File: src/rtl/deskew_collector.sv
// Receive-side lane deskew: one circular buffer per lane, emitting one aligned
// N_LANE-wide vector per valid/ready transfer once every lane holds a word.
module deskew_collector #(
  parameter int N_LANE  = 4,
  parameter int DW_DATA = 8,
  parameter int DEPTH   = 8,
  parameter int AW      = 3
) (
  input  logic                        clk,
  input  logic                        reset,
  input  logic                        flush,
  input  logic [N_LANE-1:0]           in_valid,
  input  logic [N_LANE*DW_DATA-1:0]   in_data,
  output logic [N_LANE-1:0]           in_ready,
  output logic                        out_valid,
  input  logic                        out_ready,
  output logic [N_LANE*DW_DATA-1:0]   out_data,
  output logic [N_LANE*(AW+1)-1:0]    lane_level,
  output logic                        overflow
);

  // Handshake: a lane word is taken when in_valid[i] && in_ready[i]; a vector
  // leaves when out_valid && out_ready. in_ready and out_valid depend only on
  // registered counts, so neither side sees a combinational path from the other.

  localparam logic [AW:0] FULL = (AW+1)'(DEPTH);

  logic [N_LANE-1:0] nonempty;
  logic              pop;
  logic              clear;

  assign clear     = reset || flush;
  assign out_valid = &nonempty;
  assign pop       = out_valid && out_ready;

  for (genvar g = 0; g < N_LANE; g++) begin : g_lane
    logic [DW_DATA-1:0] mem [DEPTH];
    logic [AW-1:0]      wr_ptr;
    logic [AW-1:0]      rd_ptr;
    logic [AW:0]        count;
    logic               push;

    assign in_ready[g] = (count != FULL);
    assign nonempty[g] = (count != '0);
    assign push        = in_valid[g] && in_ready[g];

    always_ff @(posedge clk) begin
      if (clear) begin
        wr_ptr <= '0;
        rd_ptr <= '0;
        count  <= '0;
      end else begin
        if (push) wr_ptr <= wr_ptr + 1'b1;
        if (pop)  rd_ptr <= rd_ptr + 1'b1;
        case ({push, pop})
          2'b10:   count <= count + 1'b1;
          2'b01:   count <= count - 1'b1;
          default: count <= count;
        endcase
      end
    end

    // Storage needs no reset: an entry is only visible once count covers it.
    always_ff @(posedge clk) begin
      if (push && !clear) mem[wr_ptr] <= in_data[g*DW_DATA +: DW_DATA];
    end

    assign out_data[g*DW_DATA +: DW_DATA] = nonempty[g] ? mem[rd_ptr] : '0;
    assign lane_level[g*(AW+1) +: AW+1]   = count;
  end

  // A drop is a write strobe on a lane that was full at the start of the cycle.
  always_ff @(posedge clk) begin
    if (reset) begin
      overflow <= 1'b0;
    end else if (!flush && |(in_valid & ~in_ready)) begin
      overflow <= 1'b1;
    end
  end

endmodule

File: config.mk
export PLATFORM = sky130hd
export DESIGN_NAME = deskew_collector
export DESIGN_NICKNAME = d
export VERILOG_FILES = /design/src/rtl/deskew_collector.sv
export SDC_FILE = /design/constraint.sdc
export NUM_CORES = 1
export LEC_CHECK = 0
export CAP_MARGIN = 0
export CORE_MARGIN = 10
export CORE_UTILIZATION = 30
export CTS_CLUSTER_SIZE = 25
export DETAILED_ROUTE_END_ITERATION = 10
export DONT_BUFFER_PORTS = 1
export GPL_TIMING_DRIVEN = 1
export HOLD_SLACK_MARGIN = 0.15
export PLACE_DENSITY = 0.5
export SKIP_CTS_REPAIR_TIMING = 1
export SYNTH_ARGS = -nofsm -noshare
export SYNTH_HDL_FRONTEND = slang
export SYNTH_SLANG_ARGS = --single-unit
export TNS_END_PERCENT = 10
File: constraint.sdc
create_clock -name clk -period 4.3 [get_ports clk]
set_clock_uncertainty 0.15 [all_clocks]
set_input_delay 0.86 -clock clk [delete_from_list [all_inputs] [get_ports clk]]
set_output_delay 0.86 -clock clk [all_outputs]
set_load 0.02 [all_outputs]
==> results of run 1 <==
flip-flops by register name, indices dropped and copies added, names as in the netlist, named ones only:
name and flops:
g_lane.wr_ptr 12, g_lane.rd_ptr 12, overflow 1, g_lane.count 16, g_lane.mem 256
worst max-delay path: stages, from the launching register on:
cell and delay (ns):
dfxtp_1 0.60, nor4_2 0.15, or4_1 0.72, inv_6 0.21, and2_4 0.36, ha_1 0.35
xor2_1 0.18, ha_1 0.16, a21oi_1 0.05, xor2_1 0.17, or3_1 0.30, a21oi_1 0.14
cell type report:
class,count,area (sq um)
Inverter,7,31.3
Fill cell,3880,26500
Clock buffer,48,1020
Timing Repair Buffer,34,255
Multi-Input combinational cell,379,3480
Tap cell,532,666
Clock inverter,19,206
Sequential cell,309,8750
Yosys cell counts:
library cell  count  area (sq um)
nor2_1           80           300
and2_4            1          8.76
edfxtp_1        256          7690
nand2b_1         13          81.3
inv_1             6          22.5
nand3_1          12          60.1
a211oi_1          1          7.51
a32o_1            3          30.0
or4_1             1          7.51
clkbuf_1         15          56.3
nor3_1            8          40.0
mux2i_1          39           390
nand4b_1          1          8.76
inv_6             1          8.76
or3_1            16           100
or2_2             1          6.26
nand4_1           8          50.1
buf_1             8          30.0
nand3b_1          1          7.51
a21oi_1          17          85.1
o22ai_1           5          31.3
o21ai_0          17          85.1
xor2_1           20           175
buf_6             4          45.0
mux4_2           64          1440
dfxtp_1          53          1060
o21ai_2           9          78.8
a2111oi_0         1          8.76
nor4_2            4          50.1
or4b_2            4          40.0
nand2_1          30           113
buf_2            10          50.1
nor3b_1           3          22.5
ha_1             20           250
metrics by stage:
stage          total power, mW  hold slack, ns  setup slack [ns]  area, sq um
6_report                  6.52           0.264             0.679        14400
5_1_grt                   6.76           0.231             0.427        14400
4_1_cts                   6.63           0.226             0.629        14400
3_5_place_dp              3.45           0.321             0.641        13200
3_3_place_gp              3.45           0.318             0.689        13200
2_1_floorplan             3.41           0.301              1.10        12400
power groups by stage:
stage / sequential [mW] / clock (mW) / combinational, mW
after floorplan: 3.33 / 0 / 0.0799
after global placement: 3.33 / 0 / 0.117
after detailed placement: 3.34 / 0 / 0.117
after CTS: 3.27 / 3.24 / 0.117
after global routing: 3.27 / 3.36 / 0.125
final: 3.27 / 3.14 / 0.112
routing by layer:
layer  global-route usage [%]  wire [microns]
met5                        0               0
met4                     4.18             631
met3                     4.04            1950
met2                     18.1           13700
met1                     13.3           11800
logic make-up after synthesis:
kind of cell / synth area share (%)
compound gates: 2.63
xor+xnor: 1.41
fa+ha+maj: 2.01
buf+inv: 1.71
flops: 70.3
mux: 14.7
simple gates: 7.20
worst max-delay path by stage:
stage,slack [ns],endpoint,depth (start not counted)
finish,0.68,g_lane[3].count[2]$_SDFFE_PP0P_,11
floorplan,1.10,g_lane[3].count[2]$_SDFFE_PP0P_,14
CTS,0.63,g_lane[3].count[2]$_SDFFE_PP0P_,11
global placement,0.69,g_lane[3].count[2]$_SDFFE_PP0P_,11
detailed placement,0.64,g_lane[3].count[2]$_SDFFE_PP0P_,11
global route,0.43,g_lane[3].count[2]$_SDFFE_PP0P_,11
==> reports/qor.yml, run 1 <==
power:
  irDropWorstVdd_uv: 242
  p_per_area_mw_per_mm2: 453
  leakage_nw: 4.55
  power.internal_mw: 5.22
  power.share.switching_pct: 20.1
  p_comb_share_pct: 1.7
  pwr-share-clk_pct: 48.1
  p_switching_mw: 1.31
  sequentialPowerShare_pct: 50.2
floorplan:
  die-height_microns: 224
  coreArea_sq_mm: 0.0409
  ioPinCount: 94
  num_rows: 74
  initial_core_util_pct: 30.4
  die-area_sq_mm: 0.0500
  die_x_microns: 224
timing:
  fin_setup_tns_ns: 0
  max_freq_ghz: 0.276
  hold_viol: 0
  worstMarginPinSlew_ns: 1.06
  slew_headroom_pct: 29.4
  grt_setup_unrepaired: "no"
  setup_viol: 0
  period_share_pct: 84.2
  finalMaxSlewViolations: 0
  min_period_ns: 3.62
cells_and_area:
  final_cell_mix: "edfxtp_1, nor2_1, mux4_2, dfxtp_1"
  finalNonFillerCells: 1328
  final_core_util_pct: 35.2
  final_common_cell: "edfxtp_1"
  drive_gt1_share_pct: 21.9
  num_antenna_cells: 0
  area_growth_pct: 15.8
  layout.nets: 828
synthesis:
  ys_seq_elements: 309
  ys_seq_area_share_pct: 70.3
  avgSynthCellArea_sq_um: 17.0
  syn_inst: 732
  ys.warnings.count: 0
  synth_nets: 792
  ys_types: 34
  syn_area_sq_mm: 0.0124
clock_tree:
  numCtsBuffers: 37
  cts.sinks: 309
  clk_pin_slew_ns: 0.06
  insertion_delay_ns: 0.54
  ctsHtreeMaxLevel: 2
  clockBufferDepth: 3
  cts_tree: "built"
  cts-root-buf: "clkbuf_16"
worst_setup_path:
  critPathKind: "reg -> reg"
  critPathLaunch: "g_lane[1].count[0]$_SDFFE_PP0P_"
  reg2reg_depth: 11
  r2r_slack_ns: 0.68
  cp-end-kind: "flop"
  reg2reg_to: "g_lane[3].count[2]$_SDFFE_PP0P_"
  cp_max_fo: 20
  r2r-start: "g_lane[1].count[0]$_SDFFE_PP0P_"
  critical_path_arrival_ns: 3.93
  critPathLaunchType: "flop"
  cp.required_ns: 4.61
route:
  viasPerCell: 4.70
  routedWlPerCell_microns: 21.1
  vias: 6235
  drt_iter0_drc: 308
  ant_nets: 0
  firstDrtPassIters: 4
  drc: 0
  wirelength_mm: 28.1
place:
  gp_congestion: 0.734
  hpwl_mm: 18.2
  port_buffers: 0
  place_inst: 1261
global_routing:
  grt_usage_pct: 11.2
  grt_pass1_wl_mm: 42.2
  antenna_found_initial: 0
  overflow: 0
  grt_pass1_vias: 6509
  grt_max_degree: 24
min_path:
  min_to: "g_lane[0].mem[3][2]$_DFFE_PP_"
  whs_path_depth: 0
  hp-start: "in_data[2]"
  hold_path.class: "in -> reg"
run:
  maxCapViolations: 0
outcome:
  outcome: "complete, no violations"
Power figures use the tool's default switching activity.
==> run 2, diff against run 1 <==
PLACE_DENSITY = 0.51   (was 0.5)
clock period = 3 ns   (was 4.3 ns; I/O delays follow)
==> run 2 against run 1 <==
Against the previous run: via count grew 5.1%; sequential share of layout area shrank 2.3 points; largest cell class unchanged; sequential power grew 43%; critical path type unchanged; total power grew 36%; highest routed layer is now met5.
==> reports/qor.yml, run 2 (synthesis gave the netlist of run 1 again) <==
outcome:
  outcome: "complete, no violations"
route:
  viasPerCell: 4.69
  drt_iter0_drc: 418
  wirelength_mm: 28.4
  firstDrtPassIters: 5
  vias: 6555
  drc: 0
  routedWlPerCell_microns: 20.3
  ant_nets: 0
floorplan:
  ioPinCount: 94
  die_x_microns: 224
  die-area_sq_mm: 0.0500
  die-height_microns: 224
  coreArea_sq_mm: 0.0409
  num_rows: 74
  initial_core_util_pct: 30.4
power:
  leakage_nw: 4.85
  irDropWorstVdd_uv: 283
  p_per_area_mw_per_mm2: 593
  finalPower_mw: 8.89
run:
  maxCapViolations: 0
global_routing:
  grt_pass1_wl_mm: 42.0
  grt_max_degree: 17
  grt_pass1_vias: 6649
  antenna_found_initial: 3
  overflow: 0
  grt_usage_pct: 11.0
worst_setup_path:
  reg2reg_to: "g_lane[0].count[3]$_SDFFE_PP0P_"
  cp.required_ns: 3.29
  critical_path_arrival_ns: 3.16
  critPathLaunchType: "flop"
  cp_max_fo: 11
  critPathLaunch: "g_lane[0].count[2]$_SDFFE_PP0P_"
  critPathKind: "reg -> reg"
  r2r-start: "g_lane[0].count[2]$_SDFFE_PP0P_"
  r2r_slack_ns: 0.13
  cp-end-kind: "flop"
  reg2reg_depth: 8
place:
  hpwl_mm: 18.6
  gp_congestion: 0.702
  place_area_sq_mm: 0.0135
  place_inst: 1299
  port_buffers: 0
cells_and_area:
  finalNonFillerCells: 1399
  final_common_cell: "edfxtp_1"
  layout.nets: 903
  largest_reg_flops: 256
  area_growth_pct: 20.6
  stdcell_area_sq_mm: 0.0150
  regMostFlops: "g_lane.mem"
  final_cell_mix: "edfxtp_1, nor2_1, buf_4, mux4_2, dfxtp_1"
  largestRegisters: "g_lane.mem (256), g_lane.count (16)"
  drive_gt1_share_pct: 24.9
timing:
  holdWs_ns: 0.171
  worstMarginPinSlew_ns: 0.922
  min_period_ns: 2.87
  hold_viol: 0
  grt_setup_unrepaired: "yes"
  max_freq_ghz: 0.349
  setup_viol: 0
  period_share_pct: 95.5
  finalMaxSlewViolations: 0
  slew_headroom_pct: 38.3
clock_tree:
  numCtsBuffers: 34
  insertion_delay_ns: 0.51
  ctsHtreeMaxLevel: 2
  cts_tree: "built"
  clockBufferDepth: 3
  clk_pin_slew_ns: 0.06
  cts.sinks: 309
  cts-root-buf: "clkbuf_16"
min_path:
  hp-start: "in_valid[0]"
  min_to: "g_lane[0].wr_ptr[2]$_SDFFE_PP0P_"
  whs_path_depth: 3
  hold_path.class: "in -> reg"
## run 2: worst max-delay path by stage
stage / end / slack (ns) / cells after the start
final: g_lane[0].count[3]$_SDFFE_PP0P_ / 0.13 / 8
after global routing: g_lane[0].count[3]$_SDFFE_PP0P_ / -0.02 / 7
after CTS: g_lane[1].count[2]$_SDFFE_PP0P_ / 0.08 / 11
after detailed placement: g_lane[1].count[2]$_SDFFE_PP0P_ / 0.13 / 11
after global placement: g_lane[0].count[3]$_SDFFE_PP0P_ / 0.22 / 8
after floorplan: g_lane[1].count[2]$_SDFFE_PP0P_ / -0.04 / 14
## run 2: layout make-up
| class | count | area, sq um |
|---|---|---|
| antenna | 1 | 2.50 |
| timing repair buffer | 112 | 953 |
| inverter | 7 | 31.3 |
| sequential | 309 | 8760 |
| tap | 532 | 666 |
| clock inverter | 11 | 82.6 |
| multi-input combinational | 379 | 3540 |
| fill | 3834 | 25900 |
| clock buffer | 48 | 967 |
## run 2: critical path: stages, from the launching register on
cell and delay, ns:
dfxtp_2 0.40, nor4_4 0.05, or4_1 0.57, inv_6 0.08, and2_4 0.26, ha_1 0.35, a2111oi_0 0.60, o21ai_0 0.18
a21oi_1 0.15
## run 2: through the flow
stage	setup WS, ns	setup TNS, ns	util (%)
2_1_floorplan	-0.0444	-0.167	-
3_3_place_gp	0.217	0	33.1
3_5_place_dp	0.129	0	33.1
4_1_cts	0.0836	0	35.6
5_1_grt	-0.0162	-0.0301	36.6
6_report	0.134	0	36.7
## run 2: where the power goes
| group | internal [mW] | switching [mW] |
|---|---|---|
| Combinational | 0.102 | 0.171 |
| Sequential | 4.67 | 0.0135 |
| Clock | 2.33 | 1.61 |
## run 2: layer usage
metal  share of wire [%]  track usage (%)  up-vias
met5               0.046                0        -
met4                 1.8             3.23        2
met3                 6.8             4.05       40
met2                  48             18.0      117
met1                  43             13.2     3325
li1                    -                -     3071
==> run 3, diff against run 2 <==
CORE_MARGIN = default   (was 10)
GPL_TIMING_DRIVEN = default   (was 1)
==> run 3 against run 2 <==
Against the previous run: first-iteration DRC count decreased by 24%; routed wire length decreased by 2.1%; worst setup slack improved by 0.032 ns; sequential share of layout area decreased by 0.33 points; combinational power about the same; total power increased by 3.0%; final cell count increased by 0.29%; critical path type is now reg -> out; critical endpoint is now out_data[16]; largest cell class unchanged.
==> reports/qor.yml, run 3 (synthesis gave the netlist of run 1 again) <==
outcome:
  outcome: "complete, no violations"
clock_tree:
  clk_pin_slew_ns: 0.06
  cts.sinks: 309
  cts_tree: "built"
  cts-root-buf: "clkbuf_16"
  clockBufferDepth: 3
  insertion_delay_ns: 0.52
  ctsHtreeMaxLevel: 2
  numCtsBuffers: 34
route:
  vias: 6562
  wirelength_mm: 27.8
  drt_iter0_drc: 318
  drc: 0
  routedWlPerCell_microns: 19.8
  ant_nets: 0
  firstDrtPassIters: 4
  viasPerCell: 4.68
cells_and_area:
  regMostFlops: "g_lane.mem"
  largest_reg_flops: 256
  num_antenna_cells: 0
  area_growth_pct: 21.3
  fillCellCount: 3794
  drive_gt1_share_pct: 25.9
  layout.nets: 905
  final_core_util_pct: 37.0
  largestRegisters: "g_lane.mem (256), g_lane.count (16)"
  final_common_cell: "edfxtp_1"
  final_cell_mix: "edfxtp_1, nor2_1, buf_4, mux4_2, dfxtp_1"
floorplan:
  num_rows: 74
  die-area_sq_mm: 0.0423
  die_x_microns: 206
  die-height_microns: 206
  ioPinCount: 94
  coreArea_sq_mm: 0.0408
  initial_core_util_pct: 30.5
power:
  pwr-share-clk_pct: 46.0
  irDropWorstVdd_uv: 325
  power.share.switching_pct: 20.1
  power.internal_mw: 7.32
  p_switching_mw: 1.85
  p_per_area_mw_per_mm2: 607
  p_comb_share_pct: 3.0
  sequentialPowerShare_pct: 51.1
  leakage_nw: 4.91
global_routing:
  overflow: 0
  grt_usage_pct: 13.3
  grt_pass1_vias: 6588
  antenna_found_initial: 0
  grt_max_degree: 24
  grt_pass1_wl_mm: 41.3
min_path:
  min_to: "g_lane[0].wr_ptr[2]$_SDFFE_PP0P_"
  hold_path.class: "in -> reg"
  whs_path_depth: 3
  hp-start: "in_valid[0]"
place:
  port_buffers: 0
  dp_slack_ns: 0.188
  hpwl_mm: 17.7
  gp_congestion: 0.717
timing:
  finalMaxSlewViolations: 0
  setup_viol: 0
  worst_slack_ns: 0.167
  worstMarginPinSlew_ns: 0.945
  slew_headroom_pct: 36.8
  max_freq_ghz: 0.353
  hold_viol: 0
  grt_setup_unrepaired: "no"
  period_share_pct: 94.4
  min_period_ns: 2.83
worst_setup_path:
  reg2reg_to: "g_lane[0].count[3]$_SDFFE_PP0P_"
  reg2reg_depth: 8
  cp.required_ns: 2.25
  cp_max_fo: 16
  critical_path_arrival_ns: 2.08
  r2r-start: "g_lane[0].count[0]$_SDFFE_PP0P_"
  critPathLaunchType: "flop"
  cp-end-kind: "output port"
  r2r_slack_ns: 0.20
  critPathKind: "reg -> out"
run:
  maxCapViolations: 0
[run 3: changes by cell type in the layout (fill, tap and decap cells not counted), moves of 2 or more]
cell       change
buf_4          +3
bufinv_16      +2
clkbuf_1       -6
clkbuf_8       +2
clkinv_1       +4
dfxtp_1        -2
dfxtp_2        +2
[run 3: power groups by stage]
stage / registers, mW / logic, mW / clock network (mW)
after floorplan: 4.78 / 0.118 / 0
after global placement: 4.77 / 0.189 / 0
after detailed placement: 4.77 / 0.189 / 0
after CTS: 4.68 / 0.190 / 4.35
after global routing: 4.68 / 0.300 / 4.49
final: 4.68 / 0.271 / 4.21
[run 3: worst max-delay path, cell delays in order (launching register included)]
cell and delay [ns]:
dfxtp_1 0.31, buf_4 0.33, mux4_2 0.54, mux2i_1 0.21, nor2_1 0.15
[run 3: stage by stage]
stage / area, sq um / std cells / setup TNS [ns] / hold WS (ns) / power (mW)
after floorplan: 12500 / 732 / -0.167 / 0.301 / 4.90
after global placement: 13600 / 1302 / 0 / 0.317 / 4.96
after detailed placement: 13600 / 1302 / 0 / 0.320 / 4.96
after CTS: 14700 / 1364 / -0.271 / -0.0276 / 9.22
after global routing: 15100 / 1403 / 0 / 0.168 / 9.47
final: 15100 / 1403 / 0 / 0.161 / 9.16
[run 3: cell type report]
cell class,count,area [sq um],area share (%)
sequential,309,8760,58.1
multi-input combinational,379,3530,23.4
clock buffer,44,972,6.44
timing repair buffer,114,966,6.40
tap,532,666,4.41
clock inverter,18,164,1.09
inverter,7,31.3,0.207
[run 3: how the worst max path moves through the flow]
stage	cells after the start	slack (ns)	to	start
after floorplan	14	-0.04	g_lane[1].count[2]$_SDFFE_PP0P_	g_lane[1].count[1]$_SDFFE_PP0P_
after global placement	11	0.22	g_lane[1].count[2]$_SDFFE_PP0P_	g_lane[2].count[3]$_SDFFE_PP0P_
after detailed placement	11	0.19	g_lane[0].count[2]$_SDFFE_PP0P_	g_lane[2].count[3]$_SDFFE_PP0P_
after CTS	4	-0.06	out_data[1]	flop
after global routing	11	0.02	g_lane[0].count[2]$_SDFFE_PP0P_	g_lane[2].count[3]$_SDFFE_PP0P_
final	4	0.17	out_data[16]	flop
[run 3: layer usage]
layer | GRT usage (%) | vias up | wire length (microns)
met5 | 0 | - | 0
met4 | 5.48 | 0 | 580
met3 | 4.18 | 29 | 1750
met2 | 20.8 | 117 | 13300
met1 | 17.1 | 3335 | 12200
li1 | - | 3081 | -
==> patch 1 (flow settings as in run 3) <==
Put one more register stage on the output `lane_level`. The value now appears one clock later. The other outputs are not delayed to match.
--- a/src/rtl/deskew_collector.sv
+++ b/src/rtl/deskew_collector.sv
@@ -25,4 +25,6 @@
 
   localparam logic [AW:0] FULL = (AW+1)'(DEPTH);
+
+  logic [N_LANE*(AW+1)-1:0] lane_level_d;
 
   logic [N_LANE-1:0] nonempty;
@@ -67,5 +69,5 @@
 
     assign out_data[g*DW_DATA +: DW_DATA] = nonempty[g] ? mem[rd_ptr] : '0;
-    assign lane_level[g*(AW+1) +: AW+1]   = count;
+    assign lane_level_d[g*(AW+1) +: AW+1]   = count;
   end
 
@@ -79,4 +81,8 @@
   end
 
+  always_ff @(posedge clk) begin
+    lane_level <= lane_level_d;
+  end
+
 endmodule
 
Check against the original RTL: not equivalent (Yosys sat finds a counterexample within 4 cycles, from zero or initial values and one cycle with reset high).
==> patch 1 against run 3 <==
- final area increased by 2.7%
- utilization hardly changed
- power up 5.0%
- die area up 2.5%
- setup slack lost 0.011 ns
- sequential cell count up 16
- synthesized area grew 2.6%
- non-clock buffer count is 2 higher
- combinational power decreased by 3%
- sequential power is 4.7% higher
- wire length about the same
- worst hold slack lost 0.027 ns
- register-to-register slack got worse by 0.02 ns
- first-iteration DRC count decreased by 5.7%
- critical path type unchanged
- critical endpoint is now out_data[12]
==> patch 1: results (changes against run 3) <==
outcome completed; WHS Endpoint g_lane[2].wr_ptr[2]; CTS Buf Count 39 (+15%); fraction of layout cells with a size suffix above 1 24.97% (-0.98 points); first-pass GRT wire length 42.06 mm (+1.8%); Layout Cells excl Fill 1437 (+2.4%); cell count after placement 1323 (+1.6%); Mean Syn Cell Area 17.06 um2 (+0.38%); 1st-iter DRT viols 300 (-5.7%); maximum number of pins on one net before global-route repair 25 (+4.2%); Fill cells 3909 (+3.0%); Hold WC Path Type input pin to flip-flop; worst slack, placed 0.09953 ns (-0.08849 ns); top post-synthesis cells by count 256 x edfxtp_1, 80 x nor2_1, 69 x dfxtp_1; switch share 20.88% (+0.74 points); hold_sp in_valid[2]; Synth area leaders edfxtp_1 60%, mux4_2 11%, dfxtp_1 11%; later-pin clock latency in the skew report 0.54 ns (+0.02 ns); Avg WL per Cell 19.35 um (-2.4%); flop-to-flop setup slack 0.18 ns (-0.02 ns); Placer Congestion 0.7336 (+2.4%); syn nets 808 (+2.0%); r2r worst-path depth 11 (+3); DP Area 0.01385 mm2 (+2.1%); register area share after synthesis 71.07% (+0.74 points); Final nets 928 (+2.5%); P_leak 5.083 nW (+3.4%); Max VDD drop 0.0004873 V (+50%); vias in the first global route 6795 (+3.1%); vias post-DR 6636 (+1.1%)
==> patch 1: cell types whose count changed in the layout (fill, tap and decap cells not counted), moves of 2 or more <==
cell / run 3 / this run
clkbuf_16: 37 / 40
clkbuf_1: 5 / 7
buf_6: 0 / 2
dfxtp_2: 12 / 3
clkinvlp_4: 0 / 2
dfxtp_1: 41 / 66
clkbuf_8: 2 / 0
==> patch 1: cell families (layout without fill, tap and decap cells) <==
family          after synthesis  after routing  share of synthesized area, %
simple gates                183            183                         7.021
xor+xnor                     20             20                         1.373
fa+ha+maj                    20             20                         1.961
flops                       325            325                         71.07
buf+inv                      44            193                         1.667
other cells                   0              1                             0
mux                         103            103                         14.35
compound gates               53             53                         2.559
==> patch 1: area by class of cell <==
class                      instances  area, um2  area share, %
inverter                           7      31.28         0.2018
multi-input combinational        379       3526          22.75
sequential                       325       9072          58.54
timing repair buffer             116      975.9          6.297
clock buffer                      47       1027          6.628
antenna                            1      2.502        0.01615
tap                              539      674.4          4.352
clock inverter                    23      187.7          1.211
==> patch 1: how the worst max path moves through the flow <==
stage,slack (ns),from,end,cells past startpoint
after floorplan,0.007,g_lane[0].count[0],g_lane[0].count[2],13
after global placement,0.14,g_lane[1].count[1],g_lane[1].count[2],11
after detailed placement,0.1,g_lane[1].count[1],g_lane[1].count[2],11
after CTS,0.02,flip-flop,out_data[0],4
after global routing,0.01,g_lane[2].count[2],g_lane[3].count[2],11
final,0.16,flip-flop,out_data[12],4
==> patch 1: layer usage <==
layer / vias to the layer above / GRT usage (%) / wire length (um)
met5: - / 0 / 0
met4: 0 / 5.134 / 690
met3: 46 / 4.317 / 1401
met2: 105 / 21.29 / 13480
met1: 3335 / 15.94 / 12230
li1: 3150 / - / -
==> patch 1: power by group through the flow <==
stage          Combinational, mW  Clock (mW)  Sequential (mW)
4_1_cts                    0.183        4.63             4.91
3_5_place_dp               0.182           0             5.00
3_3_place_gp               0.182           0             5.00
2_1_floorplan              0.119           0             5.00
6_report                   0.263        4.45             4.90
5_1_grt                    0.293        4.77             4.91
==> patch 1: worst max-delay path, delay by kind of cell (launching register included) <==
kind,cells,cell delay (ns)
mux,2,0.76
flops,1,0.30
buf+inv,1,0.32
simple gates,1,0.16
==> patch 2 (config.mk and constraints of run 3) <==
Made on the original files. `DW_DATA`: 8 -> 6.
--- a/src/rtl/deskew_collector.sv
+++ b/src/rtl/deskew_collector.sv
@@ -3,5 +3,5 @@
 module deskew_collector #(
   parameter int N_LANE  = 4,
-  parameter int DW_DATA = 8,
+  parameter int DW_DATA = 6,
   parameter int DEPTH   = 8,
   parameter int AW      = 3
Interface: changed (resized in_data and out_data); port bits go from 94 to 78. The function was not compared with the original's and may differ.
==> patch 2 against run 3 <==
- synthesized area down 20%
- final area down 19%
- sequential cell count down 64
- wire length down 20%
- power down 19%
- setup slack better by 0.028 ns
- non-clock buffer count down 15
==> patch 2: results (changes against run 3) <==
P_leak 4.046 nW (-18%); Max stage delay cell, worst path or4b_2; cell count after placement 1105 (-15%); final wirelength 22.12 mm (-20%); Avg WL per Cell 18.62 um (-6.0%); worst path arrival time 3.11 ns (+1.03 ns); CTS Buf Count 26 (-24%); register area share after synthesis 68.25% (-2.1 points); # port buffers 0 (unchanged); vias in the first global route 5795 (-12%); number of enable flip-flop cells after synthesis 192 (-25%); Max stage delay on crit path 0.66 ns (+0.12 ns); Mean Syn Cell Area 15.95 um2 (-6.1%); gr usage total 13.13% (-0.18 points); Async SR Flop Fraction 0% (unchanged); 1st-iter DRT viols 284 (-11%); syn nets 679 (-14%); Placer Congestion 0.7162 (about the same); Slew @ Worst Pin 1.195 ns (+0.2497 ns); root buffer cell clkbuf_16; Final nets 778 (-14%); worst slack, placed 0.03791 ns (-0.1501 ns); fraction of layout cells with a size suffix above 1 26.27% (+0.33 points); Fill cells 3080 (-19%); first-pass GRT wire length 33.64 mm (-19%); H-tree lvl count 1 (-1); maximum number of pins on one net before global-route repair 17 (-29%); top post-synthesis cells by count 192 x edfxtp_1, 72 x nor2_1, 53 x dfxtp_1; hpwl dp 15.10 mm (-15%); outcome completed; Netlist cell types 35 (+2.9%); DP Area 0.01097 mm2 (-19%); vias post-DR 5526 (-16%); Max VDD drop 0.0003520 V (+8.4%); Regs by FF count g_lane.mem: 192 flops, g_lane.count: 16 flops; CP top delay family simple AND/OR/NAND/NOR gates; Synth area leaders edfxtp_1 58%, mux4_2 11%, dfxtp_1 11%; CP max FO 7 (-9)
==> patch 2: cell types whose count changed after synthesis, sizes merged <==
cell,before,now
buf,22,10
clkbuf,15,18
edfxtp,256,192
mux2i,39,31
mux4,64,48
nor2,80,72
==> patch 2: cells by family after synthesis <==
| logic type | after synthesis | synth area share (%) |
|---|---|---|
| mux | 79 | 13.91 |
| compound gates | 53 | 3.227 |
| fa+ha+maj | 20 | 2.502 |
| buf+inv | 35 | 1.701 |
| simple gates | 175 | 8.657 |
| flops | 245 | 68.25 |
| xor+xnor | 20 | 1.751 |
==> patch 2: path summary, 6_finish.rpt <==
kind         slack, ns                start                  end  cells past startpoint
max               0.20   g_lane[3].count[1]   g_lane[3].count[2]                     10
min               0.15          in_valid[2]  g_lane[2].wr_ptr[2]                      3
max reg2reg       0.20   g_lane[3].count[1]   g_lane[3].count[2]                     10
min reg2reg       0.32  g_lane[1].rd_ptr[1]            flip-flop                      2
==> patch 2: per-layer routing <==
layer | share of wire [%] | routed length (um) | track usage (%) | vias to the layer above
met5 | 0 | 0 | 0 | -
met1 | 43 | 9563 | 15.66 | 2780
met4 | 2.1 | 466 | 3.733 | 0
met3 | 5.0 | 1100 | 3.932 | 35
li1 | - | - | - | 2616
met2 | 50 | 10990 | 22.76 | 95
==> patch 2: final cells by class <==
cell class / count / area [um2] / share of cell area (%)
well taps: 442 / 553.0 / 4.510
flip-flops and latches: 245 / 6840 / 55.79
clock inverters: 16 / 224.0 / 1.827
multi-input cells: 347 / 3068 / 25.02
inverters: 7 / 31.28 / 0.2551
repair buffers: 99 / 820.8 / 6.694
clock buffers: 32 / 724.4 / 5.908
==> patch 2: report_power, final <==
part	internal, mW	total, mW	switching [mW]
Combinational	0.0859	0.229	0.143
Clock	2.16	3.48	1.33
Sequential	3.68	3.69	0.0122
